[config.mk]
export PLATFORM = sky130hd
export DESIGN_NAME = fir_coeff_loader
export DESIGN_NICKNAME = d
export VERILOG_FILES = /design/src/rtl/mso_fir_pkg.sv /design/src/rtl/coeff_shift_reg.sv /design/src/rtl/fir_coeff_loader.sv
export SDC_FILE = /design/constraint.sdc
export NUM_CORES = 1
export LEC_CHECK = 0
export BUFFER_PORTS_ARGS = -buffer_cell sky130_fd_sc_hd__buf_2
export CAP_MARGIN = 40
export CELL_PAD_IN_SITES_DETAIL_PLACEMENT = 0
export CELL_PAD_IN_SITES_GLOBAL_PLACEMENT = 1
export CORE_UTILIZATION = 40
export DETAILED_ROUTE_END_ITERATION = 16
export HOLD_SLACK_MARGIN = 0.03
export PLACE_DENSITY = 0.8
export SETUP_SLACK_MARGIN = 0.2
export SYNTH_ARGS = -nofsm -noshare
export SYNTH_HDL_FRONTEND = slang
export SYNTH_HIERARCHICAL = 1
export SYNTH_SLANG_ARGS = --single-unit
[constraint.sdc]
create_clock -name clk -period 1.5 [get_ports clk]
set_input_delay 0.3 -clock clk [delete_from_list [all_inputs] [get_ports clk]]
set_output_delay 0.3 -clock clk [all_outputs]
set_load 0.01 [all_outputs]
[src/rtl/mso_fir_pkg.sv]
`default_nettype none
// +--------------------------------------------------------------------+
// | mso_fir_pkg                                                        |
// | Shared FIR defaults and coefficient-loader state encoding.         |
// | Revision: 1.0                                                      |
// +--------------------------------------------------------------------+
package mso_fir_pkg;

  localparam int c_default_coeff_width = 6;
  localparam int c_default_num_taps    = 4;

  typedef enum logic [1:0] {
    IDLE   = 2'd0,
    LOAD   = 2'd1,
    COMMIT = 2'd2,
    DRAIN  = 2'd3
  } loader_state_e;

endpackage
`default_nettype wire

[src/rtl/coeff_shift_reg.sv]
`default_nettype none
// +--------------------------------------------------------------------+
// | coeff_shift_reg                                                    |
// | Serial-in parallel-out coefficient shadow with enable and clear.   |
// | Revision: 1.0                                                      |
// +--------------------------------------------------------------------+
module coeff_shift_reg
  import mso_fir_pkg::*;
#(
  parameter int COEFF_WIDTH = c_default_coeff_width,
  parameter int NUM_TAPS    = c_default_num_taps
) (
  input  logic                            clk,
  input  logic                            rst_n,
  input  logic                            clr,
  input  logic                            en,
  input  logic [COEFF_WIDTH-1:0]          din,
  output logic [NUM_TAPS*COEFF_WIDTH-1:0] q_next
);

  localparam int c_width = NUM_TAPS * COEFF_WIDTH;

  logic [c_width-1:0] r_shadow;

  // Shifting toward the MSBs leaves the first word of a set at the top.
  assign q_next = {r_shadow[c_width-COEFF_WIDTH-1:0], din};

  always_ff @(posedge clk or negedge rst_n) begin
    if (!rst_n) begin
      r_shadow <= '0;
    end else if (clr) begin
      r_shadow <= '0;
    end else if (en) begin
      r_shadow <= q_next;
    end
  end

endmodule
`default_nettype wire

[src/rtl/fir_coeff_loader.sv]
`default_nettype none
// +--------------------------------------------------------------------+
// | fir_coeff_loader                                                   |
// | Serial coefficient loader; commits a full set to coeff at once.    |
// | Framing checks and load_err enabled by FIR_COEFF_LOADER_CHECK_EN.  |
// | Revision: 1.0                                                      |
// +--------------------------------------------------------------------+
module fir_coeff_loader
  import mso_fir_pkg::*;
#(
  parameter int COEFF_WIDTH = c_default_coeff_width,
  parameter int NUM_TAPS    = c_default_num_taps
) (
  input  logic                            clk,
  input  logic                            rst_n,
  input  logic [COEFF_WIDTH-1:0]          coef_in,
  input  logic                            coef_valid,
  input  logic                            coef_last,
  output logic                            coef_ready,
  output logic [NUM_TAPS*COEFF_WIDTH-1:0] coeff,
  output logic                            coeff_update
`ifdef FIR_COEFF_LOADER_CHECK_EN
  ,
  output logic                            load_err
`endif
);

  localparam int c_cnt_w = (NUM_TAPS > 1) ? $clog2(NUM_TAPS) : 1;
  localparam logic [c_cnt_w-1:0] c_last_cnt = c_cnt_w'(NUM_TAPS - 1);

  loader_state_e                     r_state, w_state_next;
  logic [c_cnt_w-1:0]                r_count, w_count_next;
  logic [NUM_TAPS*COEFF_WIDTH-1:0]   r_coeff;
  logic [NUM_TAPS*COEFF_WIDTH-1:0]   w_shadow_next;
  logic                              w_beat;
  logic                              w_shift_en;
  logic                              w_shift_clr;
  logic                              w_commit;
  logic                              w_err;
  logic                              w_early_end;
  logic                              w_good_end;

`ifdef FIR_COEFF_LOADER_CHECK_EN
  logic r_load_err;
  assign w_early_end = coef_last;
  assign w_good_end  = coef_last;
`else
  // Without framing checks the set boundary is purely the beat count.
  logic w_unused_err;
  assign w_early_end  = 1'b0;
  assign w_good_end   = 1'b1;
  assign w_unused_err = w_err;
`endif

  assign coef_ready   = (r_state != COMMIT);
  assign w_beat       = coef_valid && coef_ready;
  assign coeff        = r_coeff;
  assign coeff_update = (r_state == COMMIT);

  coeff_shift_reg #(
    .COEFF_WIDTH (COEFF_WIDTH),
    .NUM_TAPS    (NUM_TAPS)
  ) u_shift (
    .clk    (clk),
    .rst_n  (rst_n),
    .clr    (w_shift_clr),
    .en     (w_shift_en),
    .din    (coef_in),
    .q_next (w_shadow_next)
  );

  always_comb begin
    w_state_next = r_state;
    w_count_next = r_count;
    w_shift_en   = 1'b0;
    w_shift_clr  = 1'b0;
    w_commit     = 1'b0;
    w_err        = 1'b0;
    case (r_state)
      IDLE: begin
        if (w_beat) begin
          if (w_early_end) begin
            w_shift_clr = 1'b1;
            w_err       = 1'b1;
          end else begin
            w_shift_en   = 1'b1;
            w_count_next = c_cnt_w'(1);
            w_state_next = LOAD;
          end
        end
      end
      LOAD: begin
        if (w_beat) begin
          if (r_count == c_last_cnt) begin
            // The final word goes straight to coeff alongside the shadow.
            w_shift_clr  = 1'b1;
            w_count_next = '0;
            if (w_good_end) begin
              w_commit     = 1'b1;
              w_state_next = COMMIT;
            end else begin
              w_state_next = DRAIN;
            end
          end else if (w_early_end) begin
            w_shift_clr  = 1'b1;
            w_err        = 1'b1;
            w_count_next = '0;
            w_state_next = IDLE;
          end else begin
            w_shift_en   = 1'b1;
            w_count_next = r_count + 1'b1;
          end
        end
      end
      COMMIT: begin
        w_count_next = '0;
        w_state_next = IDLE;
      end
      DRAIN: begin
        if (w_beat && coef_last) begin
          w_err        = 1'b1;
          w_count_next = '0;
          w_state_next = IDLE;
        end
      end
      default: begin
        w_count_next = '0;
        w_state_next = IDLE;
      end
    endcase
  end

  always_ff @(posedge clk or negedge rst_n) begin
    if (!rst_n) begin
      r_state <= IDLE;
      r_count <= '0;
      r_coeff <= '0;
    end else begin
      r_state <= w_state_next;
      r_count <= w_count_next;
      if (w_commit) begin
        r_coeff <= w_shadow_next;
      end
    end
  end

`ifdef FIR_COEFF_LOADER_CHECK_EN
  always_ff @(posedge clk or negedge rst_n) begin
    if (!rst_n) begin
      r_load_err <= 1'b0;
    end else begin
      r_load_err <= w_err;
    end
  end
  assign load_err = r_load_err;
`endif

endmodule
`default_nettype wire
==> results of run 1 <==
## placed cells by master, fill, tap and decap left out, drive strengths merged, types with 2 or more instances in the layout
cell type,instances
a21oi,2
buf,51
clkbuf,9
dfrtp,46
inv,4
mux2,24
mux2i,18
nand2,5
nand2b,2
nand3,3
nor2,18
## power groups by stage
stage / clock network [uW] / registers [uW] / logic, uW
2_1_floorplan: 0 / 2310 / 1330
3_3_place_gp: 0 / 2230 / 1890
3_5_place_dp: 0 / 2260 / 1970
4_1_cts: 786 / 2230 / 2310
5_1_grt: 830 / 2300 / 2690
6_report: 756 / 2230 / 2490
## logic make-up after synthesis
logic type / count (synthesis)
mux: 42
flops: 46
compound gates: 7
fa+ha+maj: 1
buf+inv: 17
simple gates: 29
## through the flow
stage               area (um2)  setup slack (ns)  hold slack, ns  cells
floorplan                 2020            0.0781         0.00441    142
global placement          2240            0.0961           0.257    236
detailed placement        2240            0.0620           0.266    236
CTS                       2490            0.0547           0.212    253
global route              2580          -0.00235           0.224    258
finish                    2580            0.0625           0.232    258
## timing repair
item / 4_1_cts / 5_1_grt
pin swaps: 1 / 14
hold buffers: 1 / 0
resized for setup: 13 / 6
setup buffers: 6 / 3
setup endpoints to repair: 44 / 44
hold endpoints to repair: 18 / 0
gates cloned: 2 / 2
## critical path, stage by stage, from the launching register on
cell	delay, ns
dfrtp_1	0.39
and2b_2	0.29
nand3_4	0.15
buf_12	0.20
mux2_4	0.29
## flip-flops by register name, indices dropped and copies added (netlist names)
name              count
coeff                24
u_shift/r_shadow     18
r_count               2
r_state               2
## routing by layer
metal,up-vias,wire (um),part of all wire [%]
met2,18,1870,52
met5,-,0,0
met4,0,60,1.7
met1,628,1600,44
li1,582,-,-
met3,5,77,2.1
## Yosys cell counts (all sizes together)
library cell	count
a31o	1
nand2b	2
a21oi	2
a311oi	1
nand2	5
dfrtp	46
clkbuf	2
a32o	1
o221ai	1
mux2	24
mux2i	18
inv	4
nor2	18
ha	1
and2b	1
nand3	3
buf	11
o21ai	1
## area by class of cell
class | instances | area (um2)
sequential | 46 | 1150
fill | 409 | 2170
clock buffer | 7 | 86.3
tap | 67 | 83.8
multi-input combinational | 79 | 756
timing repair buffer | 54 | 478
inverter | 4 | 20.0
clock inverter | 1 | 5.00
## worst max-delay path by stage
stage	to	slack [ns]	depth (start not counted)	start
final	coeff[19]$_DFFE_PN0P_	0.06	4	r_state[1]$_DFFE_PN0P_
after floorplan	u_shift/r_shadow[5]$_DFFE_PN0P_	0.08	7	r_state[1]$_DFFE_PN0P_
after CTS	u_shift/r_shadow[11]$_DFFE_PN0P_	0.05	8	r_count[1]$_DFFE_PN0P_
after detailed placement	u_shift/r_shadow[11]$_DFFE_PN0P_	0.06	7	coef_valid
after global placement	coeff[22]$_DFFE_PN0P_	0.1	5	coef_valid
after global routing	coeff[6]$_DFFE_PN0P_	-0.002	4	r_state[1]$_DFFE_PN0P_
==> run_results.csv, run 1 <==
group,metric,value,unit
grt,grt_pass1_vias,1190,
placement,gp_congestion,0.723,
grt,grt_max_degree,29,
clock_network,path_clk_slew,0.08,ns
clock_network,clockBufferDepth,2,
clock_network,cts_num_sinks,46,
drt,viasPerCell,4.78,
yosys,syn_nets,153,
critical_path,path_max_fanout,12,
final_layout,syn2layout_area_growth,29.1,%
grt,grt_pass1_wl,5790,um
drt,drt_first_iter_violations,55,
grt,overflow,0,
die,coreArea,4750,um2
sta,fin_setup_tns,0,ns
power_and_ir_drop,leakagePower,0.00134,uW
yosys,synth_largest_area_cell,"dfrtp_1",
die,initial_core_util,42.1,%
worst_hold_path,holdCritStartpoint,"coef_last",
yosys,synth_area,2000,um2
clock_network,clock_latency,0.29,ns
power_and_ir_drop,power_frac_comb,45.5,%
sta,min_period_over_period,95.8,%
worst_hold_path,whs_endpoint,"r_state[1]$_DFFE_PN0P_",
critical_path,reg2regPathDepth,4,
critical_path,r2r_slack,0.06,ns
drt,ant_nets,0,
yosys,synth_mux_area_share,26.1,%
yosys,synth-simple-area-share,6.76,%
power_and_ir_drop,swShare,32.6,%
drt,detail_route.wl_per_cell,14.0,um
yosys,synthXorXnorAreaFrac,0,%
sta,rsz0062_at_grt,"true",
critical_path,critPathCaptureType,"flip-flop",
grt,grt_use_met3,2.90,%
sta,slew_violations,0,
grt,grt_busiest_layer,"met2",
yosys,avgSynthCellArea,14.1,um2
grt,use_met1,18.8,%
worst_hold_path,holdPathStages,2,
sta,tightest_slew,0.440,ns
yosys,yosysTopAreaCellShare,57.6,%
yosys,synth_compound_area_share,2.57,%
die,rows,25,
sta,min_period,1.44,ns
sta,max_clock_freq,696,MHz
final_layout,finalNetCount,201,
clock_network,cts_tree,"yes",
sta,setup_viol,0,
yosys,synth_cell_types,24,
critical_path,critPathLaunchType,"flip-flop",
drt,drt_pass1_iterations,4,
yosys,netlist_top_cells_area,"dfrtp_1 (58%), mux2_4 (14%), mux2i_1 (9.0%)",
sta,max_slew_margin,70.7,%
placement,dp_hpwl,2320,um
grt,grt_usage,14.5,%
power_and_ir_drop,peakVddDrop,0.598,mV
yosys,synth_fa_ha_area_share,0.626,%
critical_path,crit_type,"reg2reg",
yosys,ys.warnings.count,6,
sta,finalHoldViolations,0,
yosys,ys_seq_area_share,57.6,%
critical_path,r2r-end,"coeff[19]$_DFFE_PN0P_",
worst_hold_path,min_path_type,"in2reg",
power_and_ir_drop,clkPwrFrac,13.8,%
yosys,synth_top_family_by_area,"multiplexers",
drt,num_vias,1233,
final_layout,fin_util,54.3,%
power_and_ir_drop,power_switching,1780,uW
die,chipHeight,72.7,um
sta,skew,0.00441,ns
outcome,outcome,"finished, final reports clean",
power_and_ir_drop,intPower,3690,uW
die,ios,36,
clock_network,root_buffer,"clkbuf_8",
yosys,postSynthCellCount,142,
drt,drc,0,
placement,io_buffers,35,
power_and_ir_drop,power.total,5470,uW
drt,routed_wirelength,3610,um
clock_network,htree_levels,2,
critical_path,worstPathArrival,1.62,ns
yosys,ys_ff_latch,46,
power_and_ir_drop,powerDensity,2120,nW/um2
die,die_w,72.7,um
power_and_ir_drop,seqPwrFrac,40.7,%
job,cap_violations,0,
final_layout,final_layout_size_suffix_gt1_share,50.3,%
grt,grtUsageMet2,22.9,%
critical_path,worstPathRequired,1.68,ns
clock_network,numCtsBuffers,5,
grt,antenna_found_initial,0,
critical_path,r2r-start,"r_state[1]$_DFFE_PN0P_",
final_layout,diodes,0,
die,die_area,5290,um2
(Power assumes the default switching activity.)
==> run 2, diff against run 1 <==
- CELL_PAD_IN_SITES_DETAIL_PLACEMENT: 0 -> not set
- CELL_PAD_IN_SITES_GLOBAL_PLACEMENT: 1 -> not set
- CORE_UTILIZATION: 40 -> 45
- CTS_BUF_LIST: not set -> sky130_fd_sc_hd__clkbuf_4
- PLACE_DENSITY: 0.8 -> 0.7
==> run_results.csv, run 2 (synthesis results as in run 1) <==
group,metric,value,unit
sta,max_slew_margin,83.7,%
critical_path,cp_top_family,"flip-flops",
grt,grt_max_degree,47,
final_layout,finalNetCount,198,
power_and_ir_drop,power_switching,1790,uW
drt,num_vias,1218,
sta,fin_setup_tns,0,ns
drt,drc,0,
outcome,outcome,"finished, final reports clean",
power_and_ir_drop,power.total,5500,uW
critical_path,slowest_stage,"dfrtp_1",
placement,gp_congestion,0.730,
critical_path,cp_num_buf_inv,1,
critical_path,worstPathArrival,1.66,ns
drt,detail_route.wl_per_cell,15.8,um
critical_path,path_max_fanout,14,
drt,viasPerCell,5.12,
worst_hold_path,holdPathStages,2,
sta,tightest_slew,0.244,ns
drt,drt_first_iter_violations,56,
sta,holdWs,0.178,ns
final_layout,largest_reg_flops,24,
die,initial_core_util,48.2,%
die,ios,36,
critical_path,critPathLaunchType,"flip-flop",
critical_path,max_stage_delay,0.41,ns
worst_hold_path,whs_endpoint,"r_state[1]$_DFFE_PN0P_",
clock_network,cts_tree,"yes",
critical_path,worstPathRequired,1.74,ns
critical_path,r2r_slack,0.08,ns
clock_network,htree_levels,2,
die,rows,23,
grt,grt_pass1_wl,5570,um
placement,dp_hpwl,2340,um
die,coreArea,4140,um2
final_layout,final_cell_area,2480,um2
die,die_w,68.7,um
grt,overflow,0,
critical_path,crit_chain,"and2b_2, nand3_4, buf_12, mux2_2",
power_and_ir_drop,peakVddDrop,0.932,mV
drt,ant_nets,0,
die,chipHeight,68.7,um
sta,setup_viol,0,
power_and_ir_drop,powerDensity,2210,nW/um2
critical_path,crit_type,"reg2reg",
sta,slew_violations,0,
grt,grt_usage,17.0,%
clock_network,clockBufferDepth,2,
placement,placed_area,2220,um2
drt,routed_wirelength,3750,um
drt,drt_pass1_iterations,4,
sta,min_period,1.42,ns
worst_hold_path,holdCritStartpoint,"coef_last",
placement,io_buffers,35,
sta,max_clock_freq,705,MHz
worst_hold_path,min_path_type,"in2reg",
power_and_ir_drop,intPower,3720,uW
final_layout,diodes,0,
sta,finalHoldViolations,0,
power_and_ir_drop,power_frac_comb,43.3,%
grt,grt_pass1_vias,1213,
clock_network,numCtsBuffers,5,
critical_path,r2r-end,"coeff[0]$_DFFE_PN0P_",
die,die_area,4710,um2
job,cap_violations,0,
critical_path,r2r-start,"r_state[1]$_DFFE_PN0P_",
sta,skew,0.0131,ns
grt,antenna_found_initial,0,
final_layout,final_cell_mix,"dfrtp_1 (45), buf_2 (34), mux2_4 (19)",
sta,rsz0062_at_grt,"true",
power_and_ir_drop,seqPwrFrac,40.4,%
clock_network,clock_latency,0.36,ns
power_and_ir_drop,clkPwrFrac,16.3,%
clock_network,path_clk_slew,0.12,ns
power_and_ir_drop,leakagePower,0.00129,uW
final_layout,syn2layout_area_growth,24.3,%
final_layout,final_layout_size_suffix_gt1_share,50.0,%
sta,min_period_over_period,94.5,%
critical_path,reg2regPathDepth,4,
clock_network,cts_num_sinks,46,
clock_network,root_buffer,"clkbuf_4",
final_layout,mostFrequentLayoutCell,"dfrtp_1",
power_and_ir_drop,swShare,32.5,%
critical_path,critPathCaptureType,"flip-flop",
run 2: layer usage:
metal | routed length [um] | global-route usage (%) | share of wire [%]
met1 | 1650 | 20.7 | 44
met2 | 1920 | 27.2 | 51
met3 | 131 | 3.62 | 3.5
met4 | 50 | 11.2 | 1.3
met5 | 0 | 0 | 0
run 2: timing repair:
item                                    in CTS  in global routing
buffers inserted                             4                  3
gates resized for setup                      9                  7
pin swaps                                    1                  9
endpoints found under the hold margin       46                  0
gates cloned                                 1                  1
hold buffers                                 1                  0
endpoints found under the setup margin      44                 44
run 2: worst max-delay path by stage:
stage	start	end	slack [ns]	cells after the start
after floorplan	r_state[1]$_DFFE_PN0P_	u_shift/r_shadow[5]$_DFFE_PN0P_	0.08	7
after global placement	r_count[0]$_DFFE_PN0P_	u_shift/r_shadow[8]$_DFFE_PN0P_	0.14	7
after detailed placement	r_count[0]$_DFFE_PN0P_	u_shift/r_shadow[5]$_DFFE_PN0P_	0.05	7
after CTS	r_state[1]$_DFFE_PN0P_	coeff_update	0.07	4
after global routing	r_count[0]$_DFFE_PN0P_	u_shift/r_shadow[16]$_DFFE_PN0P_	0.04	7
final	r_state[1]$_DFFE_PN0P_	coeff[0]$_DFFE_PN0P_	0.08	4
run 2: area by class of cell:
| type | count | area (um2) |
|---|---|---|
| inverter | 4 | 22.5 |
| sequential | 46 | 1150 |
| clock buffer | 5 | 37.5 |
| multi-input combinational | 79 | 751 |
| fill | 336 | 1660 |
| tap | 50 | 62.6 |
| timing repair buffer | 51 | 395 |
| clock inverter | 3 | 63.8 |
run 2: stage by stage:
step                      util, %  std cells  setup slack, ns
after global placement       53.6        220            0.138
after global routing         60.0        238           0.0410
final                        60.0        238           0.0820
after CTS                    58.1        234           0.0731
after floorplan                 -        142           0.0781
after detailed placement     53.6        220           0.0537
run 2: power by group through the flow:
stage	Combinational [uW]	Clock, uW	Sequential (uW)
floorplan	1330	0	2310
global placement	1890	0	2220
detailed placement	2000	0	2260
CTS	2230	915	2210
global route	2580	968	2310
finish	2380	900	2220
